`config.mk`:
```
export PLATFORM = sky130hd
export DESIGN_NAME = id_ex_pipe
export DESIGN_NICKNAME = d
export VERILOG_FILES = /design/src/rtl/id_ex_pipe.sv
export SDC_FILE = /design/constraint.sdc
export NUM_CORES = 1
export LEC_CHECK = 0
export ABC_AREA = 1
export CORE_ASPECT_RATIO = 1.4
export CORE_UTILIZATION = 38
export CTS_BUF_LIST = sky130_fd_sc_hd__clkbuf_16
export CTS_CLUSTER_DIAMETER = 120
export DETAILED_ROUTE_END_ITERATION = 6
export PLACE_DENSITY = 0.75
export SLEW_MARGIN = 10
export SYNTH_ARGS = -nofsm -noshare
export SYNTH_HDL_FRONTEND = slang
export SYNTH_SLANG_ARGS = --single-unit
```
`constraint.sdc`:
```
create_clock -name clk -period 6.7 [get_ports clk]
set_clock_uncertainty 0.1 [all_clocks]
set_input_delay 1.34 -clock clk [delete_from_list [all_inputs] [get_ports clk]]
set_output_delay 1.34 -clock clk [all_outputs]
set_load 0.005 [all_outputs]
```
`src/rtl/id_ex_pipe.sv`:
```
// rtl/id_ex_pipe.sv - ID/EX pipeline register with load-use bubble insertion and flush kill
module id_ex_pipe #(
  parameter int XLEN  = 32,
  parameter int CNT_W = 16
) (
  input  logic             clk,
  input  logic             rst,
  input  logic             id_valid,
  input  logic             id_branch,
  input  logic             id_mr,
  input  logic             id_mwrite,
  input  logic             id_alusrc,
  input  logic             id_regwr,
  input  logic             id_jal,
  input  logic             id_jalr,
  input  logic [1:0]       id_aluop,
  input  logic [1:0]       id_mtoreg,
  input  logic [XLEN-1:0]  id_pc,
  input  logic [XLEN-1:0]  id_rs1_data,
  input  logic [XLEN-1:0]  id_rs2_data,
  input  logic [XLEN-1:0]  id_imm,
  input  logic [4:0]       id_rs1,
  input  logic [4:0]       id_rs2,
  input  logic [4:0]       id_rd,
  input  logic [3:0]       id_funct,
  input  logic             flush,
  output logic             stall_o,
  output logic             ex_valid,
  output logic             ex_branch,
  output logic             ex_mr,
  output logic             ex_mwrite,
  output logic             ex_alusrc,
  output logic             ex_regwr,
  output logic             ex_jal,
  output logic             ex_jalr,
  output logic [1:0]       ex_aluop,
  output logic [1:0]       ex_mtoreg,
  output logic [XLEN-1:0]  ex_pc,
  output logic [XLEN-1:0]  ex_rs1_data,
  output logic [XLEN-1:0]  ex_rs2_data,
  output logic [XLEN-1:0]  ex_imm,
  output logic [4:0]       ex_rs1,
  output logic [4:0]       ex_rs2,
  output logic [4:0]       ex_rd,
  output logic [3:0]       ex_funct,
  output logic [CNT_W-1:0] bubble_cnt,
  output logic [CNT_W-1:0] flush_cnt
);

  localparam logic [CNT_W-1:0] CNT_MAX = '1;
  localparam logic [CNT_W-1:0] CNT_ONE = 1;

  logic use_rs1;
  logic use_rs2;
  logic hazard;

  // rs2 is a real source only for register-register ops, stores and branches
  assign use_rs1 = !id_jal;
  assign use_rs2 = !id_alusrc | id_mwrite | id_branch;
  assign hazard  = id_valid & ex_valid & ex_mr & (ex_rd != 5'd0) &
                   ((use_rs1 & (ex_rd == id_rs1)) | (use_rs2 & (ex_rd == id_rs2)));
  assign stall_o = hazard & !flush;

  always_ff @(posedge clk or posedge rst) begin
    if (rst) begin
      ex_valid    <= 1'b0;
      ex_branch   <= 1'b0;
      ex_mr       <= 1'b0;
      ex_mwrite   <= 1'b0;
      ex_alusrc   <= 1'b0;
      ex_regwr    <= 1'b0;
      ex_jal      <= 1'b0;
      ex_jalr     <= 1'b0;
      ex_aluop    <= 2'b00;
      ex_mtoreg   <= 2'b00;
      ex_pc       <= '0;
      ex_rs1_data <= '0;
      ex_rs2_data <= '0;
      ex_imm      <= '0;
      ex_rs1      <= 5'd0;
      ex_rs2      <= 5'd0;
      ex_rd       <= 5'd0;
      ex_funct    <= 4'd0;
      bubble_cnt  <= '0;
      flush_cnt   <= '0;
    end else if (flush || hazard) begin
      // Bubble: controls cleared, data/index registers hold their last values
      ex_valid  <= 1'b0;
      ex_branch <= 1'b0;
      ex_mr     <= 1'b0;
      ex_mwrite <= 1'b0;
      ex_alusrc <= 1'b0;
      ex_regwr  <= 1'b0;
      ex_jal    <= 1'b0;
      ex_jalr   <= 1'b0;
      ex_aluop  <= 2'b00;
      ex_mtoreg <= 2'b00;
      if (flush) begin
        if (id_valid && flush_cnt != CNT_MAX) flush_cnt <= flush_cnt + CNT_ONE;
      end else begin
        if (bubble_cnt != CNT_MAX) bubble_cnt <= bubble_cnt + CNT_ONE;
      end
    end else begin
      ex_valid    <= id_valid;
      ex_branch   <= id_branch & id_valid;
      ex_mr       <= id_mr & id_valid;
      ex_mwrite   <= id_mwrite & id_valid;
      ex_alusrc   <= id_alusrc & id_valid;
      ex_regwr    <= id_regwr & id_valid;
      ex_jal      <= id_jal & id_valid;
      ex_jalr     <= id_jalr & id_valid;
      ex_aluop    <= id_valid ? id_aluop : 2'b00;
      ex_mtoreg   <= id_valid ? id_mtoreg : 2'b00;
      ex_pc       <= id_pc;
      ex_rs1_data <= id_rs1_data;
      ex_rs2_data <= id_rs2_data;
      ex_imm      <= id_imm;
      ex_rs1      <= id_rs1;
      ex_rs2      <= id_rs2;
      ex_rd       <= id_rd;
      ex_funct    <= id_funct;
    end
  end

endmodule

```
Word level (Yosys, flattened, before mapping)
Cells that the tools add are included.
Widths: inputs -> output; s select.
Word-level totals
  flip-flop bits (word level): 191
  input bits: 162
  output and inout bits: 192
  logic and storage cells: 64
Operators by class
  $add $sub $neg: 2
  equal/unequal tests: 4
  muxes and demuxes: 12
  bitwise gates (word level): 18
  reduce and logical (&&, ||, !) cells: 8
Operators with widths (number)
  $add 16x1->16 const B: 2
  $ne 16x16->1 const B: 2
  $and 1x1->1: 14
  $eq 5x5->1: 2
  $mux 1: 8
  $mux 2: 4
  $reduce_and 3->1: 2
  $reduce_bool 5->1: 1
  $logic_not 1->1: 3
  $or 1x1->1: 3
  $logic_and 1x1->1: 1
  $logic_or 1x1->1: 1
  $not 1->1: 1

Longest topological paths before layout
  depth in word-level cells: 8
  depth in mapped cells: 12
  depth with buffers taken out: 10

Worst setup path after synthesis
Ideal clock, no wire load.
  path type: input to output
  start: in id_rs1[3]
  end: out stall_o
  arrival time: 1.885 ns
  data required time: 5.260 ns
  slack: 3.375 ns
  stages on the path: 8
  path buffers: 0
  cells stage by stage: inv_1 -> nand2_1 -> nand2_1 -> nor2_1 -> nand3_1 -> nand2_1 -> nand3_1 -> inv_1
On the way
  longest elaborated chain between the ends: 5
RTL lines
  start, declared: RTL line 22  | input logic [4:0] id_rs1,
  $eq 5x5->1: RTL line 61  | ((use_rs1 & (ex_rd == id_rs1)) | (use_rs2 & (ex_rd == id_rs2)));
  $and 1x1->1: RTL line 61
  $or 1x1->1: RTL line 61
  $and 1x1->1: RTL line 60  | assign hazard = id_valid & ex_valid & ex_mr & (ex_rd != 5'd0) &
  $and 1x1->1: RTL line 62  | assign stall_o = hazard & !flush;
  end, declared: RTL line 27  | output logic stall_o,
No other way between the ends.

Final worst setup path
  start: in id_valid
  end: out stall_o
On the way
  longest elaborated chain between the ends: 5
RTL lines
  start, declared: RTL line 8  | input logic id_valid,
  $and 1x1->1 (4 in series): RTL line 60
  $and 1x1->1: RTL line 62
No other way between the ends.

==> results.md <==
* Outcome: complete, no violations
* Register-to-register setup slack at 3.85 ns
* Die footprint at 22270 µm²
* Met3 Usage GRT at 6.455%
* Final setup violation count at 0
* Longest Clk Path Bufs at 2
* Crit path DAT at 3.30 ns
* Net count after synthesis at 1141
* Critical Path RT at 5.26 ns
* Hold Vio Cnt, Final at 0
* Hold path depth at 2
* RSZ-0062 raised after global routing: false
* Post-route setup TNS at 0 ns
* Non-Filler Instances at 1580
* Vias at 7654
* Final #Nets at 1466
* Power Dens Cells at 228.8 nW/µm²
* Routed WL at 25330 µm
* Worst-Margin Slew at 1.174 ns
* Die H at 176.2 µm
* Initial antenna violation count at 4
* Commonest non-fill, non-tap cell in the layout: nand2_1
* Post-Synth Adder-Cell Area at 0.3039%
* Worst hold start: ex_rs1_data[2]$_DFFE_PP0P_
* Total CTS buffers at 17
* Worst R2R Path Depth at 10
* Initial Util at 38.84%
* Hold WS at 0.3684 ns
* Slew HR at 21.73%
* Post-Syn Area at 8235 µm²
* Compound-Gate Fraction of Synth Area at 1.003%
* Seq pwr share at 46.3%
* FF-to-FF End: ex_rs2_data[29]$_DFFE_PP0P_
* FF+latch count, synth at 191
* Post-DP HPWL at 17780 µm
* Buffers added on ports at 353
* Vias/cell at 4.844
* Placed Area at 11880 µm²
* DRC at 0
* Synth Area per Inst at 8.429 µm²
* Post-Synthesis Cells at 977
* Sw Share at 26.04%
* # rows at 63
* Root Buffer: clkbuf_16
* Largest net degree at the start of global routing at 107
* Cells after DPL at 1543
* # resized after CTS at 0
* Final Cell Area at 12460 µm²
* Critical path, cell by cell: clkdlybuf4s50_1, nand3_1, o21bai_1, inv_1, nand3_1, inv_1, clkdlybuf4s50_1
* Period minus WS final at 4.736 ns
* Slowest CP cell: clkdlybuf4s50_1
* Sink Count at 191
* Htree depth at 4
* Vias in the first global route at 7614
* Setup Buffers After CTS at 0
* Critical path's largest stage delay at 0.70 ns
* WS Path Type: in2out
* Net switching power at 0.7428 mW
* Peak supply drop at 0.0001567 V
* Final worst-path cycle share at 70.69%
* Worst setup EP type: primary output
* Crit path max fanout at 12
* Ports at 354
* Pre-Repair DR Iteration Count at 4
* Worst hold path type: reg2reg
* Fraction of layout instances using a drive strength above 1 at 3.726%
* Leakage at 6.063 nW
* Met2 usage at 39.59%
* CORE AREA at 21200 µm²
* Sequential area share after synthesis at 58.04%
* Remaining Overflow, GRT at 0
* Mux cell area share after synthesis at 0%
* Post-DR wirelength/cell at 16.03 µm
* Initial drt markers at 340
* Reg2reg start: ex_rd[0]$_DFFE_PP0P_
* FMAX at 211.1 MHz
* Met1 Use GR at 25.81%
* Remaining antenna violation count at 0
* Fin. max-slew vios at 0
* Post-Synth Simple-Gate Area at 32.47%
* Clock transition at path regs at 0.07 ns
* Yosys cell types at 23
* Largest family of logic cells by synthesized area: simple AND/OR/NAND/NOR gates
* Gr busiest metal: met2
* Clock latency on the worst-skew pair at 0.43 ns
* Clock Power Share at 35.2%
* Setup ws final at 1.964 ns
* Worst Hold End: ex_rs1_data[2]$_DFFE_PP0P_
* Int Power at 2.109 mW
* XOR/XNOR share of the synthesized area at 2.552%
* # Max-Cap Violations at 0
* Combinational Power Share at 18.5%
* CTS tree: built
* Area growth syn-to-layout at 51.35%
* Util after Layout at 58.78%
* Setup Slack @ Placement at 1.967 ns
* Most frequent cells in the layout: nand2_1 (434), clkdlybuf4s50_1 (353), dfrtp_1 (191), nand3_1 (155), inv_1 (40)
* First-pass GRT wire length at 39720 µm
* GRT Overall Usage at 23.03%
* Die width at 126.4 µm
* Count of warnings emitted by yosys at 0
* Overall power at 2.852 mW
* Gp weighted congestion at 0.8467
* Worst setup SP type: primary input
* CTS Hold Buffers Added at 0
## synthesized netlist by cell type
| cell type | count | area [µm²] |
|---|---|---|
| dfrtp_1 | 191 | 4780 |
| nand2_2 | 2 | 12.51 |
| inv_2 | 5 | 18.77 |
| buf_6 | 3 | 33.78 |
| nor2_2 | 3 | 18.77 |
| nand3_1 | 155 | 775.7 |
| buf_4 | 13 | 97.59 |
| nor3_1 | 10 | 50.05 |
| inv_1 | 39 | 146.4 |
| ha_1 | 2 | 25.02 |
| nor2_1 | 32 | 120.1 |
| nand2_1 | 435 | 1633 |
| nand4_1 | 7 | 43.79 |
| nand4_2 | 1 | 12.51 |
| xor2_1 | 12 | 105.1 |
| clkbuf_1 | 17 | 63.81 |
| buf_2 | 19 | 95.09 |
| clkbuf_2 | 1 | 5.000 |
| xnor2_1 | 12 | 105.1 |
| o21ai_0 | 15 | 75.07 |
| nand3b_1 | 1 | 7.510 |
| clkinv_1 | 1 | 3.750 |
| o21bai_1 | 1 | 7.510 |
## cell type report
type,count,area (µm²)
Antenna cell,5,12.51
Clock buffer,17,425.4
Clock inverter,15,147.6
Fill cell,1884,8740
Inverter,45,178.9
Multi-Input combinational cell,688,3004
Sequential cell,191,4780
Tap cell,260,325.3
Timing Repair Buffer,359,3591
## kinds of logic after synthesis
| kind of cell | Yosys count |
|---|---|
| adders and majority gates | 2 |
| and+or+nand+nor | 646 |
| AOI/OAI and AO/OA | 16 |
| DFF | 191 |
| buffers and inverters | 98 |
| xor gates and xnor gates | 24 |
## sequential cells by signal (all words and copies together), names as in the netlist, 2 cells and up
register / count
ex_imm: 32
ex_rs2: 5
ex_rs2_data: 32
ex_mtoreg: 2
ex_rd: 5
ex_funct: 4
ex_pc: 32
ex_aluop: 2
ex_rs1_data: 32
bubble_cnt: 16
flush_cnt: 16
ex_rs1: 5
## power by group through the flow
stage	Combinational, mW	Clock [mW]	Sequential (mW)
final	0.527	1.00	1.32
after detailed placement	0.531	0	1.34
after floorplan	0.171	0	1.34
after global placement	0.524	0	1.34
after global routing	0.580	1.07	1.33
after CTS	0.534	1.03	1.32
## worst max path at each step
stage	slack [ns]	from	end	depth (start not counted)
finish	1.96	id_valid	stall_o	7
global route	1.80	id_valid	stall_o	7
CTS	1.96	id_valid	stall_o	7
detailed placement	1.97	id_valid	stall_o	7
global placement	1.96	id_valid	stall_o	7
floorplan	0.06	rst	bubble_cnt[0]$_DFFE_PP0P_	1
## routing by layer
metal  vias up  wire, µm
met5         -         0
met4         0      1035
met3        54      1715
met2       275     12840
met1      3595      9742
li1       3730         -
## critical path, delay by kind of cell
family,cells,cell delay [ns]
compound gates,1,0.18
simple gates,2,0.31
buf+inv,4,1.46
(Power assumes the default switching activity.)
